$ cat src/rtl/inst_reg_queue_pkg.sv
// Shared constants and types for the instruction register prefetch queue.
package inst_reg_queue_pkg;

  localparam int unsigned DEF_WIDTH = 32;
  localparam int unsigned DEF_DEPTH = 4;

  // Queue update applied on a clock edge, from the enqueue/dequeue pair.
  typedef enum logic [1:0] {
    OP_IDLE = 2'b00,
    OP_PUSH = 2'b01,
    OP_POP  = 2'b10,
    OP_BOTH = 2'b11
  } q_op_t;

  function automatic int unsigned ptr_width(input int unsigned depth);
    return (depth < 2) ? 1 : $clog2(depth);
  endfunction

endpackage

$ cat src/rtl/inst_reg_queue_mem.sv
// Prefetch queue storage: synchronous write, asynchronous read, no reset.
module ir_queue_mem
  import inst_reg_queue_pkg::*;
#(
  parameter int unsigned WIDTH = DEF_WIDTH,
  parameter int unsigned DEPTH = DEF_DEPTH,
  parameter int unsigned AW    = ptr_width(DEPTH)
) (
  input  logic             clk,
  input  logic             wr_en,
  input  logic [AW-1:0]    wr_addr,
  input  logic [WIDTH-1:0] wr_data,
  input  logic [AW-1:0]    rd_addr,
  output logic [WIDTH-1:0] rd_data
);

  logic [WIDTH-1:0] mem [DEPTH];

  always_ff @(posedge clk) begin
    if (wr_en) mem[wr_addr] <= wr_data;
  end

  assign rd_data = mem[rd_addr];

endmodule

$ cat src/rtl/inst_reg_queue.sv
// Instruction register fed by a small prefetch queue, with empty-queue bypass and flush.
module inst_reg_queue
  import inst_reg_queue_pkg::*;
#(
  parameter int unsigned WIDTH = DEF_WIDTH,
  parameter int unsigned DEPTH = DEF_DEPTH
) (
  input  logic                       CLK,
  input  logic                       RSTn,
  input  logic [WIDTH-1:0]           DataIn,
  input  logic                       InValid,
  output logic                       InReady,
  input  logic                       IRWre,
  input  logic                       Flush,
  output logic [WIDTH-1:0]           InsOut,
  output logic                       InsValid,
  output logic [$clog2(DEPTH+1)-1:0] Count,
  output logic                       Empty,
  output logic                       Full
);

  localparam int unsigned PW = ptr_width(DEPTH);
  localparam int unsigned CW = $clog2(DEPTH + 1);

  logic [PW-1:0]    head, tail;
  logic [CW-1:0]    count_q;
  logic [WIDTH-1:0] rd_data;
  logic             push, pop, bypass, enq, wr_en;
  q_op_t            op;

  assign Count   = count_q;
  assign Empty   = (count_q == '0);
  assign Full    = (count_q == CW'(DEPTH));
  assign InReady = !Full;

  // A word accepted while the queue is empty and IRWre is high goes straight
  // to InsOut, so it is never enqueued.
  always_comb begin
    push   = InValid && InReady;
    pop    = IRWre && !Empty;
    bypass = IRWre && Empty && push;
    enq    = push && !bypass;
    wr_en  = enq && !Flush;
    op     = OP_IDLE;
    if (enq && pop)  op = OP_BOTH;
    else if (enq)    op = OP_PUSH;
    else if (pop)    op = OP_POP;
  end

  ir_queue_mem #(
    .WIDTH (WIDTH),
    .DEPTH (DEPTH),
    .AW    (PW)
  ) u_mem (
    .clk     (CLK),
    .wr_en   (wr_en),
    .wr_addr (tail),
    .wr_data (DataIn),
    .rd_addr (head),
    .rd_data (rd_data)
  );

  always_ff @(posedge CLK or negedge RSTn) begin
    if (!RSTn) begin
      head    <= '0;
      tail    <= '0;
      count_q <= '0;
    end else if (Flush) begin
      head    <= '0;
      tail    <= '0;
      count_q <= '0;
    end else begin
      if (enq) tail <= tail + PW'(1);
      if (pop) head <= head + PW'(1);
      case (op)
        OP_PUSH: count_q <= count_q + CW'(1);
        OP_POP:  count_q <= count_q - CW'(1);
        default: count_q <= count_q;
      endcase
    end
  end

  always_ff @(posedge CLK or negedge RSTn) begin
    if (!RSTn) begin
      InsOut   <= '0;
      InsValid <= 1'b0;
    end else if (Flush) begin
      InsValid <= 1'b0;
    end else if (IRWre) begin
      if (pop) begin
        InsOut   <= rd_data;
        InsValid <= 1'b1;
      end else if (bypass) begin
        InsOut   <= DataIn;
        InsValid <= 1'b1;
      end else begin
        InsValid <= 1'b0;
      end
    end
  end

endmodule

$ cat config.mk
export PLATFORM = sky130hd
export DESIGN_NAME = inst_reg_queue
export DESIGN_NICKNAME = d
export VERILOG_FILES = /design/src/rtl/inst_reg_queue_pkg.sv /design/src/rtl/inst_reg_queue_mem.sv /design/src/rtl/inst_reg_queue.sv
export SDC_FILE = /design/constraint.sdc
export NUM_CORES = 1
export LEC_CHECK = 0
export CORE_UTILIZATION = 30
export CTS_CLUSTER_DIAMETER = 60
export DETAILED_ROUTE_END_ITERATION = 8
export HOLD_SLACK_MARGIN = 0.15
export PLACE_DENSITY = 0.57
export SETUP_SLACK_MARGIN = 0.3
export SYNTH_ARGS = -nofsm -noshare
export SYNTH_HDL_FRONTEND = slang
export SYNTH_SLANG_ARGS = --single-unit
$ cat constraint.sdc
create_clock -name CLK -period 3.75 [get_ports CLK]
set_clock_uncertainty 0.1 [all_clocks]
set_input_delay 0.5625 -clock CLK [delete_from_list [all_inputs] [get_ports CLK]]
set_output_delay 0.5625 -clock CLK [all_outputs]
set_load 0.03 [all_outputs]
==> summary.md, run 1 <==
Once the clock tree was built, the resizer swapped 0 gates to a different size. The number of antenna-violating nets in the routed design was 0. The congestion estimate from routability-driven global placement came to 0.7339. In the final timing run, aggregate negative setup slack is 0 ps.

Wires add up to 13.82 mm. The floorplan has 54 rows. Entering global routing, the biggest net connects 44 pins. The fraction of the cycle the final worst path needs was 72.77%. For this design, the sink count on the clock tree is 168. The portion of total power attributed to sequential cells was 46.6%; the largest fanout of any net on the critical path was 8.

The die is 151.1 µm tall. TritonCTS built the clock tree. For the maximum resistive drop on vdd, the log shows 336.4 µV. The final-report hold violation count came out at 0.

The final-layout worst hold slack is 228.0 ps, and the count of input and output buffers is 75. The final layout contains 527 nets. For this run, the number of Yosys warnings is 0. The number of nets in the synthesized netlist is 455. The iteration-0 DRC count of the detailed router was 246; the via total after detailed routing was 3650.

The cell depth of the worst flop-to-flop path works out to 4. The tools report the part of the total power dissipated in the clock network as 31.8%. Per-cell routed wire length: 17.76 µm. The tools report the met1 layer wirelength in the final routing as 6.138 mm. The global-route wire length before repair is 21.90 mm, and the via count normalized by instance count is 4.692. Summing the sequential cell areas from Yosys gives 72.66% of the chip area. The synthesis-stage register bit count is 168.

The number of cells produced by synthesis came out at 413. Time the final worst path needs with I/O delays and setup: 2729 ps. The overall die width is 151.1 µm. For the clock latency of the later-clocked register in the worst-skew pair, the log shows 430 ps. After clock tree synthesis, the setup repair step added 0 buffers.

For the sum of overflow across all layers after global routing, the log shows 0. Clock-pin slew was measured on the worst setup and hold paths at 60 ps. Quantity of hold-fixing buffers added after cts: 0.

The fraction of power spent switching nets works out to 28.24%. The count of boundary I/O pins is 76, and the share of layout cells above drive strength 1 is 14.46%. Setup violations remaining at the end of the flow were counted as 0. The summed instance area of the synthesized netlist is 6668 µm², and the met3 wire length is 687 µm.

The flip-flop cell with the highest count after synthesis is sky130_fd_sc_hd__edfxtp_1. The floorplan step defined a die boundary enclosing 22830 µm². The run gives 0 as the number of antenna violations at the first check in global routing. For this design the total switching power over the nets is 1.398 mW.

Buffers inserted during clock tree synthesis total 17. Measured against its own limit, the worst slew margin works out to 29.53%. The filler cell count was 2031; the area of the core region was 21820 µm². The tools report the clock tree root buffer cell as sky130_fd_sc_hd__clkbuf_16. The layout-stage area growth over the synthesis result was 22.76%. The path class of the tightest hold or removal check is input port to asynchronous set/reset pin. For the pin with the worst max-slew slack, the measured transition is 1057 ps.

The tools report the detailed-route DRC error count as 0. In this run the static leakage power is 2.770 nW. STA classifies the critical path startpoint as a flop. Data arrives at the worst endpoint at 2070 ps. The number of maximum-capacitance violations was 0. For the maximum number of buffers from clock root to sink, the log shows 2.

For the required time reported for the critical path endpoint, the log shows 3090 ps. Setup repair after global routing left no endpoint under its margin. Highest routed metal layer: met4. The achievable frequency was 366.5 MHz; the number of global-route vias before repair was 3857.

The worst setup path is captured at a primary output. The clock tree synthesis step divided the H-tree into 4 levels. The initial utilization of the core area, before any placement, comes to 30.55%. The run finished with clean final reports. Number of antenna diodes: 0.

The run gives 0 as the max-slew violation total from the final report. For the number of detailed-routing iterations run before antenna repair, the log shows 4. The run gives 6.702 mm as the wire length on met2. The count of flip-flops with a built-in enable after synthesis is 128.

Synthesized area per cell: 16.14 µm². Kind of critical path: flop to primary output. The power density over cell area was 604.7 nW/µm²; the global-route total usage across every layer was 13.21%. For the internal portion of total power, the log shows 3.552 mW.

The synthesized netlist contains 31 unique library cells. Summed over all nets, the half-perimeter wirelength after detailed placement is 8.260 mm. The fraction of registers with async set or reset after synthesis is 23.81%.

The portion of total power attributed to combinational logic was 21.5%.
-- cells in the mapped netlist, types with 3 or more instances --
cell type                  instances  area share [%]
sky130_fd_sc_hd__dfrtp_1          40              15
sky130_fd_sc_hd__nand2_1          69             3.9
sky130_fd_sc_hd__a31oi_1          33             3.1
sky130_fd_sc_hd__mux4_2           32              11
sky130_fd_sc_hd__buf_6             7             1.2
sky130_fd_sc_hd__clkbuf_1         13            0.73
sky130_fd_sc_hd__ha_1              4            0.75
sky130_fd_sc_hd__and2_1            4            0.38
sky130_fd_sc_hd__inv_1             6            0.34
sky130_fd_sc_hd__a21oi_1           3            0.23
sky130_fd_sc_hd__buf_2             5            0.38
sky130_fd_sc_hd__xnor2_1           3            0.39
sky130_fd_sc_hd__nand3_1           3            0.23
sky130_fd_sc_hd__nor2_1           41             2.3
sky130_fd_sc_hd__edfxtp_1        128              58
sky130_fd_sc_hd__o21ai_0           6            0.45
-- flip-flops by register name (all words and copies together), names as in the netlist --
signal / cells
u_mem.mem: 128
InsOut: 32
tail: 2
head: 2
Count: 3
InsValid: 1
-- cell families (layout without fill, tap and decap cells) --
kind of cell	Yosys count	in the layout	synth area share [%]
muxes	33	33	10.96
AOI/OAI and AO/OA	48	48	4.654
and+or+nand+nor	121	121	7.225
adders and majority gates	5	5	1.051
DFF	168	168	72.66
xor gates and xnor gates	5	5	0.6569
buffers and inverters	33	118	2.796
-- layout by cell type, fill, tap and decap left out, types with 2 or more instances in the layout --
master	synthesis	final
sky130_fd_sc_hd__clkinv_2	0	4
sky130_fd_sc_hd__xnor2_1	3	3
sky130_fd_sc_hd__o21ai_0	6	6
sky130_fd_sc_hd__ha_1	4	4
sky130_fd_sc_hd__inv_1	6	6
sky130_fd_sc_hd__dfrtp_2	0	2
sky130_fd_sc_hd__nand2_1	69	69
sky130_fd_sc_hd__clkbuf_1	13	5
sky130_fd_sc_hd__dfrtp_1	40	38
sky130_fd_sc_hd__and2_2	0	4
sky130_fd_sc_hd__clkinv_1	0	2
sky130_fd_sc_hd__clkbuf_16	0	17
sky130_fd_sc_hd__edfxtp_1	128	128
sky130_fd_sc_hd__nand3_1	3	3
sky130_fd_sc_hd__buf_4	1	4
sky130_fd_sc_hd__mux4_2	32	32
sky130_fd_sc_hd__nor2_1	41	41
sky130_fd_sc_hd__a21oi_1	3	3
sky130_fd_sc_hd__clkinvlp_4	0	2
sky130_fd_sc_hd__xor2_1	2	2
sky130_fd_sc_hd__clkdlybuf4s50_1	0	74
sky130_fd_sc_hd__a31oi_1	33	33
-- area by class of cell --
class | count | area (µm²) | area share (%)
inverters | 6 | 22.52 | 0.2751
repair buffers | 80 | 795.8 | 9.722
clock inverters | 10 | 81.33 | 0.9936
multi-input cells | 212 | 1644 | 20.09
flip-flops and latches | 168 | 4847 | 59.22
well taps | 280 | 350.3 | 4.280
clock buffers | 22 | 444.2 | 5.426
-- critical path, stage by stage (launching register included) --
cell and delay, ps:
sky130_fd_sc_hd__dfrtp_1 470, sky130_fd_sc_hd__or2_1 380, sky130_fd_sc_hd__nor2_1 120, sky130_fd_sc_hd__clkdlybuf4s50_1 670
-- path summary, 6_finish.rpt --
kind	start	to	slack, ps
hold / removal	RSTn	InsOut[23]	230
setup reg to reg	Count[1]	u_mem.mem[1][4]	1110
min in group CLK	InsValid	InsValid	380
max in group asynchronous	RSTn	head[1]	2610
hold reg to reg	InsValid	InsValid	380
setup / recovery	Count[1]	Empty	1020
-- per-stage QoR --
stage	cells	setup WS [ps]	area, µm²	power, mW	util (%)
2_1_floorplan	413	1196	6668	2.991	-
3_3_place_gp	746	703.4	7660	3.422	35.10
3_5_place_dp	746	661.1	7660	3.436	35.10
4_1_cts	778	990.7	8185	5.024	37.51
5_1_grt	778	869.7	8185	5.183	37.51
6_report	778	1021	8185	4.950	37.51
-- layer usage --
layer  up-vias  track usage [%]
met5         -                0
li1       1696                -
met1      1848            16.89
met2        82            20.85
met4         0            5.750
met3        24            3.855
-- power groups by stage --
stage	clock network (mW)	logic, mW	registers (mW)
finish	1.57	1.07	2.31
global route	1.69	1.16	2.34
CTS	1.62	1.09	2.32
detailed placement	0	1.08	2.35
global placement	0	1.07	2.35
floorplan	0	0.460	2.53
No activity file was read; power rests on OpenSTA's default activity.
==> inputs of run 2 (changes only) <==
==> constraint.sdc (replaced) <==
create_clock -name CLK -period 2.6 [get_ports CLK]
set_clock_uncertainty 0.1 [all_clocks]
set_input_delay 0.39 -clock CLK [delete_from_list [all_inputs] [get_ports CLK]]
set_output_delay 0.39 -clock CLK [all_outputs]
set_load 0.03 [all_outputs]
==> summary.md, run 2 (synthesis gave the netlist of run 1 again) <==
The flow ran to the end, and the final reports show no timing, DRC or antenna violations. The measured slew at the worst slew-check pin was 686.3 ps (was 1057 ps). The fraction of power spent switching nets was 29.57% (was 28.24%). Kind of critical path: flop to primary output (unchanged). For the maximum number of buffers from clock root to sink, the log shows 2 (unchanged). Start point of the critical path: Count[1] (unchanged). Layer with the highest usage: met2 (unchanged).

The internal reg-to-reg setup slack was 520 ps (was 1110 ps). Global-route track usage on met3: 4.127% (was 3.855%). The logs give 0 (unchanged) for the number of antenna-violating nets in the routed design and 2110 ps (was 3090 ps) for the required time reported for the critical path endpoint. The clock latency of the later-clocked register in the worst-skew pair was 420 ps (was 430 ps).

The classification of the worst-slack hold path was flop to flop (was input port to asynchronous set/reset pin). Critical path endpoint category: a primary output (unchanged). The tools report the source of the worst register-to-register timing path as Count[1] (unchanged). The fraction of the cycle the final worst path needs was 81.94%; the via total after detailed routing was 3757 (was 3650). The headroom to the max-slew limit was 54.25% (was 29.53%).

The minimum setup slack in the final design was 469.5 ps (was 1021 ps). The layout-stage area growth over the synthesis result works out to 26.12% (was 22.76%). The total number of clock tree sinks was 168 (unchanged). The placer congestion estimate was 0.7290 (was 0.7339).

The power density over cell area is 859.8 nW/µm² (was 604.7 nW/µm²), and the portion of total power attributed to sequential cells is 45.3% (was 46.6%). The tools report the total wire length as 13.98 mm (was 13.82 mm). The net switching power is 2.138 mW (was 1.398 mW). The die area was 22830 µm² (unchanged).

Filler cell count: 2024 (was 2031). The met2 demand-to-capacity share in global routing is 21.03% (was 20.85%), and the count of input and output buffers is 75 (unchanged). The run gives 30.55% (unchanged) as the starting density of the core.

The run gives 0 (unchanged) as the count of final setup violators. The overall die width is 151.1 µm (unchanged), and the final-report hold violation count is 0 (unchanged). The capture instance of the worst register-to-register path is Count[2] (was u_mem.mem[1][4]). Type of element launching the critical path: a flop (unchanged). The global-route track usage on met1 is 17.80% (was 16.89%). The post-layout utilization of the core was 38.53% (was 37.51%). Number of maximum-capacitance violations: 0 (unchanged).

The run gives 274.2 ps (was 661.1 ps) as the setup slack at placement. Derived from the worst setup path, the maximum achievable clock frequency is 469.4 MHz. For the part of the total power dissipated in the clock network, the log shows 32.0% (was 31.8%). Setup repair after global routing left no endpoint under its margin.

The number of buffers created by CTS came out at 17 (unchanged). For the iteration-0 DRC count of the detailed router, the log shows 304 (was 246). Most used cells in the layout excluding fill and tap cells: 128 x sky130_fd_sc_hd__edfxtp_1, 70 x sky130_fd_sc_hd__clkdlybuf4s50_1, 69 x sky130_fd_sc_hd__nand2_1 (was 128 x sky130_fd_sc_hd__edfxtp_1, 74 x sky130_fd_sc_hd__clkdlybuf4s50_1, 69 x sky130_fd_sc_hd__nand2_1). The tools report the buffers inserted during post-CTS setup optimization as 0 (unchanged). The run gives 22.7% (was 21.5%) as the portion of total power attributed to combinational logic. The end point of the critical path is Full (was Empty).

Clock tree root buffer cell: sky130_fd_sc_hd__clkbuf_16 (unchanged). The via count normalized by instance count is 4.726 (was 4.692), and the data arrival time of the critical path is 1640 ps (was 2070 ps). The logs give 13.47% (was 13.21%) for the global-route total usage across every layer and 438.9 µV (was 336.4 µV) for the maximum resistive drop on vdd. The detailed-route DRC error count is 0 (unchanged).

Max-slew violation total from the final report: 0 (unchanged). The run gives 4 (unchanged) as the count of H-tree levels built during CTS. The per-cell routed wire length was 17.58 µm (was 17.76 µm); the row count was 54 (unchanged). The number of flip-flops in the largest register is 128 (unchanged), and the overall power is 7.230 mW (was 4.950 mW). The total negative slack was 0 ps (unchanged). The share of layout cells above drive strength 1 was 19.22% (was 14.46%); the number of antenna violations at the first check in global routing was 0 (unchanged). The most flop-heavy register was u_mem.mem (unchanged). The die span in y works out to 151.1 µm (unchanged).

The largest fanout of any net on the critical path was 8 (unchanged); the time the final worst path needs with I/O delays and setup was 2130 ps. The global-route wire length before repair came out at 22.00 mm (was 21.90 mm). Number of detailed-routing iterations run before antenna repair: 4 (unchanged).

The logs give 9.297 mm (was 8.260 mm) for the estimated wirelength of the detail-placed design and 3826 (was 3857) for the number of global-route vias before repair. The cell depth of the worst flop-to-flop path was 8 (was 4); the internal portion of total power was 5.092 mW (was 3.552 mW). Number of nets in the layout: 544 (was 527). The maximum number of pins on one net before global-route repair is 45 (was 44). Leading cell type in the layout, fill and taps excluded: sky130_fd_sc_hd__edfxtp_1 (unchanged).

The run gives 0 (unchanged) as the sum of overflow across all layers after global routing. The reported leakage power came out at 2.895 nW (was 2.770 nW). The clock edge transition at the registers on the reported setup and hold paths is 60 ps (about the same). The run gives 21820 µm² (unchanged) as the area of the core region. The number of antenna diodes was 0 (unchanged). TritonCTS built the clock tree. The run gives 76 (unchanged) as the count of boundary I/O pins.
-- run 2: cell count changes in the layout (fill, tap and decap cells not counted), moves of 3 or more --
cell	previous run	this run
sky130_fd_sc_hd__inv_6	0	3
sky130_fd_sc_hd__clkinvlp_4	2	5
sky130_fd_sc_hd__buf_4	4	14
sky130_fd_sc_hd__clkdlybuf4s50_1	74	70
sky130_fd_sc_hd__clkbuf_1	5	0
sky130_fd_sc_hd__buf_12	1	7
-- run 2: area by class of cell --
class / count / area, µm² / share of cell area, %
sequential: 168 / 4850 / 57.67
multi-input combinational: 212 / 1647 / 19.58
timing repair buffer: 97 / 996.0 / 11.84
clock buffer: 17 / 425.4 / 5.059
tap: 280 / 350.3 / 4.166
clock inverter: 15 / 118.9 / 1.413
inverter: 6 / 22.52 / 0.2678
-- run 2: timing repair --
action / 4_1_cts / 5_1_grt
resized for setup: 3 / 4
setup endpoints to repair: 3 / 46
hold endpoints to repair: 26 / 0
hold buffers: 1 / 0
-- run 2: worst max-delay path: stages (launching register included) --
cell                            delay (ps)
sky130_fd_sc_hd__dfrtp_2               470
sky130_fd_sc_hd__nor2_1                210
sky130_fd_sc_hd__nand2_1                90
sky130_fd_sc_hd__inv_1                  60
sky130_fd_sc_hd__dlygate4sd2_1         380
-- run 2: metrics by stage --
step	area [µm²]	hold WS (ps)	instances
CTS	8408	381.4	795
global placement	7858	371.9	762
global route	8409	410.6	795
detailed placement	7858	366.7	762
floorplan	6679	-5.591	413
finish	8409	377.5	795
-- run 2: power groups by stage --
stage / clock network (mW) / registers [mW] / logic [mW]
global placement: 0 / 3.33 / 1.65
CTS: 2.38 / 3.28 / 1.67
detailed placement: 0 / 3.33 / 1.67
finish: 2.32 / 3.28 / 1.64
floorplan: 0 / 3.65 / 0.667
global route: 2.49 / 3.31 / 1.76
-- run 2: worst min path at each step --
stage	startpoint	end	slack [ps]	cells after the start
after global routing	InsValid	InsValid	410	1
after floorplan	RSTn	Count[0]	-6	0
final	InsValid	InsValid	380	1
after detailed placement	InsValid	InsValid	370	1
after CTS	InsValid	InsValid	380	1
after global placement	RSTn	InsOut[0]	370	1
-- run 2: metal layers --
metal	part of all wire (%)	up-vias
li1	-	1730
met1	46	1912
met2	48	101
met3	5.3	14
met4	1.2	0
met5	0	-
==> RTL edit 1: new RTL, config.mk and constraints of run 1 <==
Put one more register stage on the output `Count`, cleared by the reset. The value now appears one clock later. The other outputs are not delayed to match.
--- a/src/rtl/inst_reg_queue.sv
+++ b/src/rtl/inst_reg_queue.sv
@@ -29,5 +29,11 @@
   q_op_t            op;
 
-  assign Count   = count_q;
+  always_ff @(posedge CLK or negedge RSTn) begin
+    if (!RSTn) begin
+      Count <= '0;
+    end else begin
+      Count <= count_q;
+    end
+  end
   assign Empty   = (count_q == '0);
   assign Full    = (count_q == CW'(DEPTH));
Behaviour: not the same (Yosys sat finds a counterexample within 4 cycles, from zero or initial values and one cycle with RSTn low).
==> RTL edit 1 against run 1 <==
Power is 0.88% higher; cell area is 1.3% higher; critical path type unchanged; sequential cell count is 3 higher; global-route usage is 0.29 points lower; area after synthesis is 0.26% higher; setup slack worse by 67 ps; combinational power is 6% lower; via count is 0.96% lower; routed wire length is 2.1% lower.
==> RTL edit 1: results (changes against run 1) <==
| Metric | Value |
|---|---|
| Largest net degree at the start of global routing | `34 (was 44)` |
| Worst-Margin Slew | `865 ps (was 1060 ps)` |
| Post-DP HPWL | `8590 µm (was 8260 µm)` |
| Post-Synth Adder-Cell Area | `0.0105 (about the same)` |
| Critical R2R Capture | `u_mem.mem[2][0]$_DFFE_PP_ (was u_mem.mem[1][4]$_DFFE_PP_)` |
| Syn Area/Cell | `17.4 µm² (was 16.1 µm²)` |
| Mux share of post-synthesis cell area | `0.109 (was 0.110)` |
| Placer Congestion | `0.719 (was 0.734)` |
| Post-DP Area | `0.00771 mm² (was 0.00766 mm²)` |
| CP arrival | `2130 ps (was 2070 ps)` |
| Post-Place Worst Slack | `669 ps (was 661 ps)` |
| Largest fanout on the critical path | `10 (was 8)` |
| Number of global-route vias before repair | `3856 (was 3857)` |
| First-pass GRT wire length | `21500 µm (was 21900 µm)` |
| Largest cells by area after synthesis | `edfxtp_1, dfrtp_1, mux4_2 (unchanged)` |
| Fraction of layout cells with a size suffix above 1 | `0.177 (was 0.145)` |
| Non-filler cells in the finished layout | `759 (was 778)` |
| Inst Count DP | `727 (was 746)` |
| Post-synthesis cell type count | `36 (was 31)` |
| Leak Pwr | `2.80 nW (was 2.77 nW)` |
| Synth Area in XOR/XNOR | `0.00524 (was 0.00657)` |
| Reg2reg path depth | `5 (was 4)` |
| Hold slack | `391 ps (was 228 ps)` |
| Type of the most critical hold path | `flop to flop (was primary input to async pin)` |
| Status | `finished clean (unchanged)` |
-- RTL edit 1: cell types whose count changed after synthesis, sizes merged, moves of 5 or more --
cell and delta:
nand2 -64, a31oi -33, o21ai -5, clkbuf -9
nor2 +36, o22ai +32
-- RTL edit 1: per-layer routing --
| layer | wire (µm) | part of all wire | global-route usage |
|---|---|---|---|
| met2 | 6810 | 0.50 | 0.211 |
| met5 | 0 | 0 | 0 |
| met4 | 188 | 0.014 | 0.0475 |
| met3 | 412 | 0.030 | 0.0310 |
| met1 | 6110 | 0.45 | 0.167 |
-- RTL edit 1: area by class of cell --
cell class / count / area [µm²]
fillers: 2022 / 13500
inverters: 6 / 27.5
flip-flops and latches: 171 / 4920
multi-input cells: 186 / 1590
clock inverters: 8 / 86.3
clock buffers: 23 / 478
repair buffers: 85 / 836
well taps: 280 / 350
-- RTL edit 1: worst max-delay path, stage by stage, from the launching register on --
cell	delay [ps]
dfrtp_1	490
or3_4	470
clkinv_4	90
clkdlybuf4s50_1	670
==> RTL edit 2: new RTL, config.mk and constraints of run 1 <==
Without the edit above. The package constant `DEF_WIDTH` goes from 32 to 48.
--- a/src/rtl/inst_reg_queue_pkg.sv
+++ b/src/rtl/inst_reg_queue_pkg.sv
@@ -2,5 +2,5 @@
 package inst_reg_queue_pkg;
 
-  localparam int unsigned DEF_WIDTH = 32;
+  localparam int unsigned DEF_WIDTH = 48;
   localparam int unsigned DEF_DEPTH = 4;
 
Interface: changed (resized DataIn and InsOut); port bits go from 76 to 108. The function was not compared with the original's and may differ.
==> RTL edit 2 against run 1 <==
Via count up 44%; sequential cell count is 80 higher; setup slack worse by 120 ps; worst hold slack better by 160 ps; power up 53%; cell area is 48% higher; area after synthesis grew 45%; routed wire length rose by 52%; largest power group unchanged.
==> RTL edit 2: results (changes against run 1) <==
| Metric | Value |
|---|---|
| Status | `finished clean (unchanged)` |
| Number of global-route vias before repair | `5580 (was 3857)` |
| List of most frequent post-synthesis cells | `edfxtp_1, nand2_1, nor2_1 (unchanged)` |
| DR iter-0 viols | `393 (was 246)` |
| CP arrival | `2180 ps (was 2070 ps)` |
| Sequential fraction of the synthesis area | `0.743 (was 0.727)` |
| Worst-Margin Slew | `1040 ps (was 1060 ps)` |
| Clk_lat worst skew | `530 ps (was 430 ps)` |
| Switch share | `0.283 (was 0.282)` |
| Type of the most critical hold path | `flop to flop (was primary input to async pin)` |
| Max reg flops | `192 (was 128)` |
| Fraction of layout cells with a size suffix above 1 | `0.162 (was 0.145)` |
| Net Count, Synth | `641 (was 455)` |
| Port Buf Inserts | `107 (was 75)` |
| Reg2reg path depth | `5 (was 4)` |
| Vias per inst | `4.69 (about the same)` |
| Post-Place Worst Slack | `741 ps (was 661 ps)` |
| Async set-reset flop share out of synthesis | `0.226 (was 0.238)` |
| Cts bufs inserted | `28 (was 17)` |
| Fillers | `2899 (was 2031)` |
| Post-Route WL | `21000 µm (was 13800 µm)` |
| Peak supply drop | `0.326 mV (was 0.336 mV)` |
| Total track usage | `0.130 (was 0.132)` |
| Post-synth EDFFs | `192 (was 128)` |
| # H-tree levels | `1 (was 4)` |
| Placer Congestion | `0.732 (was 0.734)` |
| NumNets Final | `754 (was 527)` |
| First-pass GRT wire length | `33000 µm (was 21900 µm)` |
| Post-DP HPWL | `12600 µm (was 8260 µm)` |
| Initial antenna violation count | `1 (was 0)` |
| Largest net degree at the start of global routing | `62 (was 44)` |
==> RTL edit 2: cell types whose count changed after synthesis, moves of 2 or more <==
cell      change
buf_2         +8
buf_1         +2
mux4_2       +16
a31oi_1      +16
dfrtp_1      +16
clkbuf_1      +3
buf_6         -2
edfxtp_1     +64
nor2_1       +16
nand2_1      +32
==> RTL edit 2: final timing paths <==
path	slack, ps	to
min in group asynchronous	600	InsOut[41]$_DFFE_PN0P_
max in group asynchronous	2310	head[0]$_DFFE_PN0P_
hold / removal	390	InsValid$_DFFE_PN0P_
setup / recovery	910	Empty
hold reg to reg	390	InsValid$_DFFE_PN0P_
setup reg to reg	1170	u_mem.mem[1][15]$_DFFE_PP_
==> RTL edit 2: kinds of logic (layout without fill, tap and decap cells) <==
logic type / count (synthesis) / after routing / share of synthesized area
xor+xnor: 5 / 5 / 0.00454
flops: 248 / 248 / 0.743
mux: 49 / 49 / 0.113
compound gates: 64 / 64 / 0.0417
simple gates: 169 / 169 / 0.0686
buf+inv: 43 / 178 / 0.0223
fa+ha+maj: 5 / 5 / 0.00726
==> RTL edit 2: routing by layer <==
layer,vias to the layer above,global-route usage,part of all wire
li1,2435,-,-
met1,2661,0.181,0.46
met2,120,0.210,0.47
met3,32,0.0260,0.047
met4,2,0.0292,0.015
met5,-,0,0.00052
==> RTL edit 2: worst max-delay path, cell delays in order (launching register included) <==
cell             delay, ps
dfrtp_1                470
or2_1                  380
nor2_1                 120
clkdlybuf4s50_1        670
==> RTL edit 2: power by group through the flow <==
stage	registers [W]	logic (W)	clock network, W
floorplan	0.00374	0.000634	0
global placement	0.00349	0.00152	0
detailed placement	0.00350	0.00154	0
CTS	0.00345	0.00154	0.00268
global route	0.00348	0.00164	0.00276
finish	0.00343	0.00152	0.00261
==> RTL edit 2: cell type report <==
class	count	area, µm²	area share
Inverter	6	22.5	0.00186
Tap cell	402	503	0.0415
Clock buffer	39	813	0.0672
Multi-Input combinational cell	292	2300	0.190
Timing Repair Buffer	120	1210	0.0996
Clock inverter	13	93.8	0.00775
Sequential cell	248	7170	0.592
==> RTL edit 2: repair_timing <==
item / 4_1_cts / 5_1_grt
endpoints found under the hold margin: 56 / 0
resized for setup: 0 / 0
hold buffers: 1 / 0
==> RTL edit 2: metrics by stage <==
step / util / cells / hold WS, ps
floorplan: - / 583 / 167
global placement: 0.354 / 1067 / 385
detailed placement: 0.354 / 1067 / 379
CTS: 0.383 / 1120 / 398
global route: 0.383 / 1120 / 405
finish: 0.383 / 1120 / 389
